<file path="src/rtl/depacketizer.sv">
`default_nettype none
// ============================================================================
//  Module      : depacketizer
//  Description : Replays one scheduled packet at a time as an AXI4 master
//                read (AR) or write (AW + W burst + B) transaction.
//  Revision    : 1.0 - initial release
// ============================================================================
module depacketizer #(
    parameter int C_M_AXI_ID_WIDTH   = 1,
    parameter int C_M_AXI_ADDR_WIDTH = 7,
    parameter int C_M_AXI_DATA_WIDTH = 128,
    parameter int C_M_AXI_USER_WIDTH = 1,
    parameter int MAX_BURST_LEN      = 4,
    parameter int MAX_OUTSTANDING_RD = 4
) (
    input  logic                                    M_AXI_ACLK,
    input  logic                                    M_AXI_ARESETN,
    input  logic [102+16*MAX_BURST_LEN+MAX_BURST_LEN*C_M_AXI_DATA_WIDTH-1:0] packetIn,
    input  logic                                    packetValid,
    output logic                                    ready,
    output logic [C_M_AXI_ID_WIDTH-1:0]             M_AXI_AWID,
    output logic [C_M_AXI_ADDR_WIDTH-1:0]           M_AXI_AWADDR,
    output logic [7:0]                              M_AXI_AWLEN,
    output logic [2:0]                              M_AXI_AWSIZE,
    output logic [1:0]                              M_AXI_AWBURST,
    output logic                                    M_AXI_AWLOCK,
    output logic [3:0]                              M_AXI_AWCACHE,
    output logic [2:0]                              M_AXI_AWPROT,
    output logic [3:0]                              M_AXI_AWQOS,
    output logic [3:0]                              M_AXI_AWREGION,
    output logic [C_M_AXI_USER_WIDTH-1:0]           M_AXI_AWUSER,
    output logic                                    M_AXI_AWVALID,
    input  logic                                    M_AXI_AWREADY,
    output logic [C_M_AXI_DATA_WIDTH-1:0]           M_AXI_WDATA,
    output logic [C_M_AXI_DATA_WIDTH/8-1:0]         M_AXI_WSTRB,
    output logic                                    M_AXI_WLAST,
    output logic                                    M_AXI_WVALID,
    input  logic                                    M_AXI_WREADY,
    input  logic [1:0]                              M_AXI_BRESP,
    input  logic                                    M_AXI_BVALID,
    output logic                                    M_AXI_BREADY,
    output logic [C_M_AXI_ID_WIDTH-1:0]             M_AXI_ARID,
    output logic [C_M_AXI_ADDR_WIDTH-1:0]           M_AXI_ARADDR,
    output logic [7:0]                              M_AXI_ARLEN,
    output logic [2:0]                              M_AXI_ARSIZE,
    output logic [1:0]                              M_AXI_ARBURST,
    output logic                                    M_AXI_ARLOCK,
    output logic [3:0]                              M_AXI_ARCACHE,
    output logic [2:0]                              M_AXI_ARPROT,
    output logic [3:0]                              M_AXI_ARQOS,
    output logic [3:0]                              M_AXI_ARREGION,
    output logic [C_M_AXI_USER_WIDTH-1:0]           M_AXI_ARUSER,
    output logic                                    M_AXI_ARVALID,
    input  logic                                    M_AXI_ARREADY,
    input  logic                                    M_AXI_RVALID,
    input  logic                                    M_AXI_RREADY,
    input  logic                                    M_AXI_RLAST,
    output logic                                    bresp_err
);

    localparam int c_STRB_W   = C_M_AXI_DATA_WIDTH / 8;
    localparam int c_STRB_LO  = MAX_BURST_LEN * C_M_AXI_DATA_WIDTH;
    localparam int c_META_LO  = c_STRB_LO + 16 * MAX_BURST_LEN;
    localparam int c_IDX_W    = (MAX_BURST_LEN > 1) ? $clog2(MAX_BURST_LEN) : 1;
    localparam int c_RDO_W    = $clog2(MAX_OUTSTANDING_RD + 1);

    localparam int c_O_USER   = 0;
    localparam int c_O_REGION = c_O_USER + C_M_AXI_USER_WIDTH;
    localparam int c_O_QOS    = c_O_REGION + 4;
    localparam int c_O_PROT   = c_O_QOS + 4;
    localparam int c_O_CACHE  = c_O_PROT + 3;
    localparam int c_O_LOCK   = c_O_CACHE + 4;
    localparam int c_O_BURST  = c_O_LOCK + 1;
    localparam int c_O_SIZE   = c_O_BURST + 2;
    localparam int c_O_LEN    = c_O_SIZE + 3;
    localparam int c_O_ID     = c_O_LEN + 8;
    localparam int c_O_ADDR   = c_O_ID + C_M_AXI_ID_WIDTH;
    localparam int c_O_RW     = c_O_ADDR + C_M_AXI_ADDR_WIDTH;

    localparam logic [c_RDO_W-1:0] c_MAX_RD = c_RDO_W'(MAX_OUTSTANDING_RD);
    localparam logic [7:0]         c_MAX_BL = 8'(MAX_BURST_LEN);

    localparam logic [1:0] c_S_IDLE    = 2'd0;
    localparam logic [1:0] c_S_RD_ADDR = 2'd1;
    localparam logic [1:0] c_S_WR      = 2'd2;
    localparam logic [1:0] c_S_WR_RESP = 2'd3;

    logic [1:0]                    r_state;
    logic [1:0]                    w_state_nxt;
    logic [101:0]                  w_meta;
    logic [C_M_AXI_DATA_WIDTH-1:0] w_slot_data [MAX_BURST_LEN];
    logic [c_STRB_W-1:0]           w_slot_strb [MAX_BURST_LEN];
    logic [C_M_AXI_DATA_WIDTH-1:0] r_data [MAX_BURST_LEN];
    logic [c_STRB_W-1:0]           r_strb [MAX_BURST_LEN];

    logic [C_M_AXI_ID_WIDTH-1:0]   r_id;
    logic [C_M_AXI_ADDR_WIDTH-1:0] r_addr;
    logic [7:0]                    r_len;
    logic [2:0]                    r_size;
    logic [1:0]                    r_burst;
    logic                          r_lock;
    logic [3:0]                    r_cache;
    logic [2:0]                    r_prot;
    logic [3:0]                    r_qos;
    logic [3:0]                    r_region;
    logic [C_M_AXI_USER_WIDTH-1:0] r_user;

    logic [7:0]                    r_beat;
    logic                          r_aw_done;
    logic                          r_w_done;
    logic [c_RDO_W-1:0]            r_rd_out;
    logic [c_RDO_W-1:0]            w_rd_out_nxt;
    logic                          r_ready;
    logic                          r_bresp_err;

    logic w_accept;
    logic w_arvalid, w_awvalid, w_wvalid, w_wlast, w_bready;
    logic w_ar_hs, w_aw_hs, w_w_hs, w_b_hs, w_r_last;
    logic w_beat_in_range;
    logic [c_IDX_W-1:0] w_idx;
    logic w_unused;

    assign w_meta   = packetIn[c_META_LO +: 102];
    assign w_unused = ^{packetIn, r_beat};

    // Beat 0 sits in the most-significant slot of both the data and strobe arrays
    generate
        for (genvar gi = 0; gi < MAX_BURST_LEN; gi++) begin : g_slot
            assign w_slot_data[gi] = packetIn[(MAX_BURST_LEN-gi)*C_M_AXI_DATA_WIDTH-1 -: C_M_AXI_DATA_WIDTH];
            assign w_slot_strb[gi] = packetIn[c_STRB_LO + (MAX_BURST_LEN-1-gi)*16 +: c_STRB_W];
        end
    endgenerate

    assign w_accept = packetValid & r_ready;
    assign w_ar_hs  = w_arvalid & M_AXI_ARREADY;
    assign w_aw_hs  = w_awvalid & M_AXI_AWREADY;
    assign w_w_hs   = w_wvalid  & M_AXI_WREADY;
    assign w_b_hs   = w_bready  & M_AXI_BVALID;
    assign w_r_last = M_AXI_RVALID & M_AXI_RREADY & M_AXI_RLAST & (r_rd_out != '0);

    always_ff @(posedge M_AXI_ACLK or negedge M_AXI_ARESETN) begin
        if (!M_AXI_ARESETN) begin
            r_state <= c_S_IDLE;
        end else begin
            r_state <= w_state_nxt;
        end
    end

    always_comb begin
        w_state_nxt = r_state;
        case (r_state)
            c_S_IDLE:    if (w_accept) w_state_nxt = w_meta[c_O_RW] ? c_S_WR : c_S_RD_ADDR;
            c_S_RD_ADDR: if (M_AXI_ARREADY) w_state_nxt = c_S_IDLE;
            c_S_WR:      if ((r_aw_done | w_aw_hs) & (r_w_done | (w_w_hs & w_wlast)))
                             w_state_nxt = c_S_WR_RESP;
            c_S_WR_RESP: if (M_AXI_BVALID) w_state_nxt = c_S_IDLE;
            default:     w_state_nxt = c_S_IDLE;
        endcase
    end

    always_comb begin
        w_arvalid = 1'b0;
        w_awvalid = 1'b0;
        w_wvalid  = 1'b0;
        w_bready  = 1'b0;
        case (r_state)
            c_S_RD_ADDR: w_arvalid = 1'b1;
            c_S_WR: begin
                w_awvalid = ~r_aw_done;
                w_wvalid  = ~r_w_done;
            end
            c_S_WR_RESP: w_bready = 1'b1;
            default: ;
        endcase
        w_wlast = w_wvalid & (r_beat == r_len);
    end

    always_ff @(posedge M_AXI_ACLK or negedge M_AXI_ARESETN) begin
        if (!M_AXI_ARESETN) begin
            r_id     <= '0;
            r_addr   <= '0;
            r_len    <= '0;
            r_size   <= '0;
            r_burst  <= '0;
            r_lock   <= 1'b0;
            r_cache  <= '0;
            r_prot   <= '0;
            r_qos    <= '0;
            r_region <= '0;
            r_user   <= '0;
            for (int i = 0; i < MAX_BURST_LEN; i++) begin
                r_data[i] <= '0;
                r_strb[i] <= '0;
            end
        end else if (w_accept) begin
            r_id     <= w_meta[c_O_ID +: C_M_AXI_ID_WIDTH];
            r_addr   <= w_meta[c_O_ADDR +: C_M_AXI_ADDR_WIDTH];
            r_len    <= w_meta[c_O_LEN +: 8];
            r_size   <= w_meta[c_O_SIZE +: 3];
            r_burst  <= w_meta[c_O_BURST +: 2];
            r_lock   <= w_meta[c_O_LOCK];
            r_cache  <= w_meta[c_O_CACHE +: 4];
            r_prot   <= w_meta[c_O_PROT +: 3];
            r_qos    <= w_meta[c_O_QOS +: 4];
            r_region <= w_meta[c_O_REGION +: 4];
            r_user   <= w_meta[c_O_USER +: C_M_AXI_USER_WIDTH];
            for (int i = 0; i < MAX_BURST_LEN; i++) begin
                r_data[i] <= w_slot_data[i];
                r_strb[i] <= w_slot_strb[i];
            end
        end
    end

    // AW and W retire independently; each remembers its own completion
    always_ff @(posedge M_AXI_ACLK or negedge M_AXI_ARESETN) begin
        if (!M_AXI_ARESETN) begin
            r_beat    <= '0;
            r_aw_done <= 1'b0;
            r_w_done  <= 1'b0;
        end else if (w_accept) begin
            r_beat    <= '0;
            r_aw_done <= 1'b0;
            r_w_done  <= 1'b0;
        end else begin
            if (w_aw_hs) r_aw_done <= 1'b1;
            if (w_w_hs) begin
                r_beat <= r_beat + 8'd1;
                if (w_wlast) r_w_done <= 1'b1;
            end
        end
    end

    always_comb begin
        w_rd_out_nxt = r_rd_out;
        if (w_ar_hs && !w_r_last) begin
            w_rd_out_nxt = r_rd_out + c_RDO_W'(1);
        end else if (!w_ar_hs && w_r_last) begin
            w_rd_out_nxt = r_rd_out - c_RDO_W'(1);
        end
    end

    always_ff @(posedge M_AXI_ACLK or negedge M_AXI_ARESETN) begin
        if (!M_AXI_ARESETN) begin
            r_rd_out    <= '0;
            r_ready     <= 1'b0;
            r_bresp_err <= 1'b0;
        end else begin
            r_rd_out <= w_rd_out_nxt;
            r_ready  <= (w_state_nxt == c_S_IDLE) && (w_rd_out_nxt < c_MAX_RD);
            if (w_b_hs && (M_AXI_BRESP != 2'b00)) r_bresp_err <= 1'b1;
        end
    end

    // Beats past the stored slots still go out, but carry no data or strobes
    assign w_beat_in_range = (r_beat < c_MAX_BL);
    assign w_idx           = r_beat[c_IDX_W-1:0];

    assign M_AXI_WDATA  = w_beat_in_range ? r_data[w_idx] : '0;
    assign M_AXI_WSTRB  = w_beat_in_range ? r_strb[w_idx] : '0;
    assign M_AXI_WLAST  = w_wlast;
    assign M_AXI_WVALID = w_wvalid;
    assign M_AXI_BREADY = w_bready;

    assign M_AXI_AWID     = r_id;
    assign M_AXI_AWADDR   = r_addr;
    assign M_AXI_AWLEN    = r_len;
    assign M_AXI_AWSIZE   = r_size;
    assign M_AXI_AWBURST  = r_burst;
    assign M_AXI_AWLOCK   = r_lock;
    assign M_AXI_AWCACHE  = r_cache;
    assign M_AXI_AWPROT   = r_prot;
    assign M_AXI_AWQOS    = r_qos;
    assign M_AXI_AWREGION = r_region;
    assign M_AXI_AWUSER   = r_user;
    assign M_AXI_AWVALID  = w_awvalid;

    assign M_AXI_ARID     = r_id;
    assign M_AXI_ARADDR   = r_addr;
    assign M_AXI_ARLEN    = r_len;
    assign M_AXI_ARSIZE   = r_size;
    assign M_AXI_ARBURST  = r_burst;
    assign M_AXI_ARLOCK   = r_lock;
    assign M_AXI_ARCACHE  = r_cache;
    assign M_AXI_ARPROT   = r_prot;
    assign M_AXI_ARQOS    = r_qos;
    assign M_AXI_ARREGION = r_region;
    assign M_AXI_ARUSER   = r_user;
    assign M_AXI_ARVALID  = w_arvalid;

    assign ready     = r_ready;
    assign bresp_err = r_bresp_err;

endmodule
`default_nettype wire

</file>
<file path="config.mk">
export PLATFORM = sky130hd
export DESIGN_NAME = depacketizer
export DESIGN_NICKNAME = d
export VERILOG_FILES = /design/src/rtl/depacketizer.sv
export SDC_FILE = /design/constraint.sdc
export NUM_CORES = 2
export LEC_CHECK = 0
export CAP_MARGIN = 20
export CELL_PAD_IN_SITES_DETAIL_PLACEMENT = 1
export CELL_PAD_IN_SITES_GLOBAL_PLACEMENT = 1
export CORE_AREA = 2 2 359 361
export DETAILED_ROUTE_END_ITERATION = 8
export DIE_AREA = 0 0 361 363
export PLACE_DENSITY_LB_ADDON = 0.1
export SLEW_MARGIN = 10
export SYNTH_ARGS = -nofsm -noshare
export SYNTH_HDL_FRONTEND = slang
export SYNTH_SLANG_ARGS = --single-unit
</file>
<file path="constraint.sdc">
create_clock -name M_AXI_ACLK -period 4.4 [get_ports M_AXI_ACLK]
set_input_delay 0.44 -clock M_AXI_ACLK [delete_from_list [all_inputs] [get_ports M_AXI_ACLK]]
set_output_delay 0.44 -clock M_AXI_ACLK [all_outputs]
set_load 0.02 [all_outputs]
</file>
==> impl_metrics.env <==
export IMPL_fin_crit_ns=3.63
export IMPL_ys_warn_count=0
export IMPL_crit_path_frequent_cell="buf_12"
export IMPL_synth_compound_area_share_pct=0.328
export IMPL_path_clk_slew_ns=0.06
export IMPL_drv_cap=0
export IMPL_muxShareOfSynthArea_pct=35.5
export IMPL_fillers=13400
export IMPL_final_nets=3298
export IMPL_setup_ws_ns=0.771
export IMPL_cts_root_buf="clkbuf_16"
export IMPL_grt_pass1_vias=21700
export IMPL_syn_area_per_cell_um2=15.9
export IMPL_relSlewSlack_pct=42.9
export IMPL_cp_buffers_inverters=3
export IMPL_critPathKind="flop to primary output"
export IMPL_grt_pass1_wl_um=154000
export IMPL_coreArea_um2=127000
export IMPL_max_freq_mhz=276
export IMPL_first_pass_iters=4
export IMPL_synth_simple_area_share_pct=4.11
export IMPL_synth_nets=2494
export IMPL_io_pins=917
export IMPL_postRouteAntennaNets=0
export IMPL_cts_sinks=631
export IMPL_clockBufferDepth=3
export IMPL_place_hpwl_um=76700
export IMPL_status="finished, final reports clean"
export IMPL_synthCells=1798
export IMPL_grt_max_degree=113
export IMPL_endpoint_kind="primary output"
export IMPL_slew_violations=0
export IMPL_clkLatencyLatePin_ns=0.67
export IMPL_skew_ns=0.0219
export IMPL_drtIter0Drc=590
export IMPL_vias=18900
export IMPL_routed_via_density=4.35
export IMPL_post_cts_buffers=0
export IMPL_synth_top_family_by_area="multiplexers"
export IMPL_synth_xor_area_share_pct=0.459
export IMPL_row_count=131
export IMPL_ys_ff_latch=631
export IMPL_rsz0062_at_grt="no"
export IMPL_netlist_area_um2=28600
export IMPL_ys_types=38
export IMPL_powerDensity_nw_per_um2=799
export IMPL_cts_buffers=82
export IMPL_p_leak_nw=16.5
export IMPL_worst_pin_slew_ns=0.856
export IMPL_finalHoldViolCount=0
export IMPL_cp_required_ns=3.96
export IMPL_setup_viol=0
export IMPL_cts_max_level=3
export IMPL_drive_above_1_share_pct=35.0
export IMPL_place_ws_ns=1.38
export IMPL_layout_common_cells="clkdlybuf4s50_1 (852), dfrtp_1 (629), mux2_2 (614)"
export IMPL_max_stage_delay_ns=0.61
export IMPL_overflow=0
export IMPL_portBuffers=853
export IMPL_fin_crit_sh_pct=82.5
export IMPL_antenna_found_initial=65
export IMPL_routed_wirelength_um=107000
export IMPL_drcViolationCount=0
export IMPL_place_inst=4179
export IMPL_p_total_mw=33.1
export IMPL_peakVddDrop_uv=436
export IMPL_area_growth_pct=44.8
export IMPL_wl_per_cell_um=24.6
export IMPL_track_usage_pct=16.1
export IMPL_hold_path_class="primary input to flop"
export IMPL_start_util_pct=22.5
export IMPL_critical_path_max_fanout=32
export IMPL_yosysSeqAreaShare_pct=55.2
export IMPL_cts_tree="done"
export IMPL_synthAdderAreaFrac_pct=0.262
export IMPL_cp_slowest_cell="clkdlybuf4s50_1"
export IMPL_crit_chain="buf_12 > buf_12 > mux4_2 > and3_1 > clkdlybuf4s50_1"
export IMPL_die_area_um2=131000
export IMPL_crit_family="buffers and inverters"
export IMPL_crit_arrival_ns=3.19
export IMPL_fp_dieW_um=361
export IMPL_place_congestion=0.770
export IMPL_stdcell_count=4351
export IMPL_startpoint_type="flop"
export IMPL_setup_tns_ns=0
export IMPL_die_h_um=363
export IMPL_final_common_cell="clkdlybuf4s50_1"
-- path summary, 6_finish.rpt --
check                                    from              to  slack (ns)  cells after the start
worst max register to register    r_rd_out[0]           ready        2.17                      8
max in group asynchronous       M_AXI_ARESETN    M_AXI_ARLOCK        2.93                      3
min in group asynchronous       M_AXI_ARESETN  M_AXI_ARQOS[1]        0.43                      2
worst min-delay path             packetIn[49]      r_data[49]        0.38                      2
worst max-delay path                r_beat[0]  M_AXI_WSTRB[3]        0.77                      5
worst min register to register      bresp_err       bresp_err        0.48                      1
-- cells in the mapped netlist (all sizes together) --
cell type / number / area share (%)
nor3: 5 / 0.087
and3: 146 / 3.2
a31oi: 1 / 0.022
a31o: 1 / 0.031
o21ai: 4 / 0.070
mux2: 614 / 24
clkbuf: 32 / 0.42
xnor2: 4 / 0.12
nor4b: 1 / 0.031
a211oi: 1 / 0.026
nor4: 2 / 0.12
dfrtp: 631 / 55
buf: 142 / 3.7
and4bb: 1 / 0.044
o211ai: 1 / 0.026
inv: 6 / 0.079
a21oi: 5 / 0.087
or3: 1 / 0.022
nand2: 10 / 0.13
nand2b: 3 / 0.066
mux4: 144 / 11
nand4bb: 1 / 0.039
nor3b: 1 / 0.026
nand4: 4 / 0.087
nor2: 15 / 0.21
and2: 2 / 0.044
a41oi: 1 / 0.031
xor2: 11 / 0.34
a221o: 1 / 0.035
nand3: 1 / 0.017
ha: 6 / 0.26
-- worst reg2reg max path: stages, from the launching register on --
cell and delay [ns]:
dfrtp_1 0.40, inv_1 0.08, ha_1 0.20, nand2_1 0.18
nand4_1 0.29, ha_1 0.36, o21ai_0 0.23, xnor2_1 0.13
nor3_1 0.26
-- where the power goes --
group	switching [mW]	internal, mW
logic	7.05	8.85
registers	1.71	8.76
clock network	2.68	4.06
-- routing by layer --
layer	GRT usage (%)	part of all wire, %	vias up
met1	17.8	37	9792
met4	5.76	3.0	68
met2	27.4	50	610
met5	0	0.41	-
met3	7.14	9.0	211
li1	-	-	8267
-- layout make-up --
class | count | area [µm²] | share of cell area (%)
Sequential cell | 631 | 15800 | 38.1
Clock inverter | 25 | 320 | 0.773
Clock buffer | 116 | 2350 | 5.67
Antenna cell | 30 | 75.1 | 0.181
Inverter | 6 | 22.5 | 0.0543
Multi-Input combinational cell | 987 | 11600 | 28.1
Tap cell | 1662 | 2080 | 5.02
Timing Repair Buffer | 894 | 9170 | 22.1
-- state kept, by name, indices dropped and copies added, names as in the netlist, 4 cells and up --
register	count
M_AXI_ARCACHE	4
M_AXI_ARQOS	4
r_beat	8
M_AXI_ARLEN	8
r_strb	64
r_data	512
M_AXI_ARADDR	7
M_AXI_ARREGION	4
-- metrics by stage --
stage	utilization [%]	area [µm²]	hold slack (ns)
final	32.6	41500	0.378
after global routing	32.6	41400	0.330
after CTS	32.6	41400	0.309
after detailed placement	30.5	38700	0.460
after global placement	30.5	38700	0.459
after floorplan	-	28600	0.144
-- cells by family after synthesis --
kind of cell / after synthesis
compound gates: 15
xor+xnor: 15
mux: 758
buf+inv: 180
simple gates: 193
flops: 631
fa+ha+maj: 6
-- repair_timing --
item	CTS	global route
hold buffers	1	0
resized for setup	0	0
setup endpoints to repair	0	0
endpoints found under the hold margin	72	0
No activity file was read; power rests on OpenSTA's default activity.
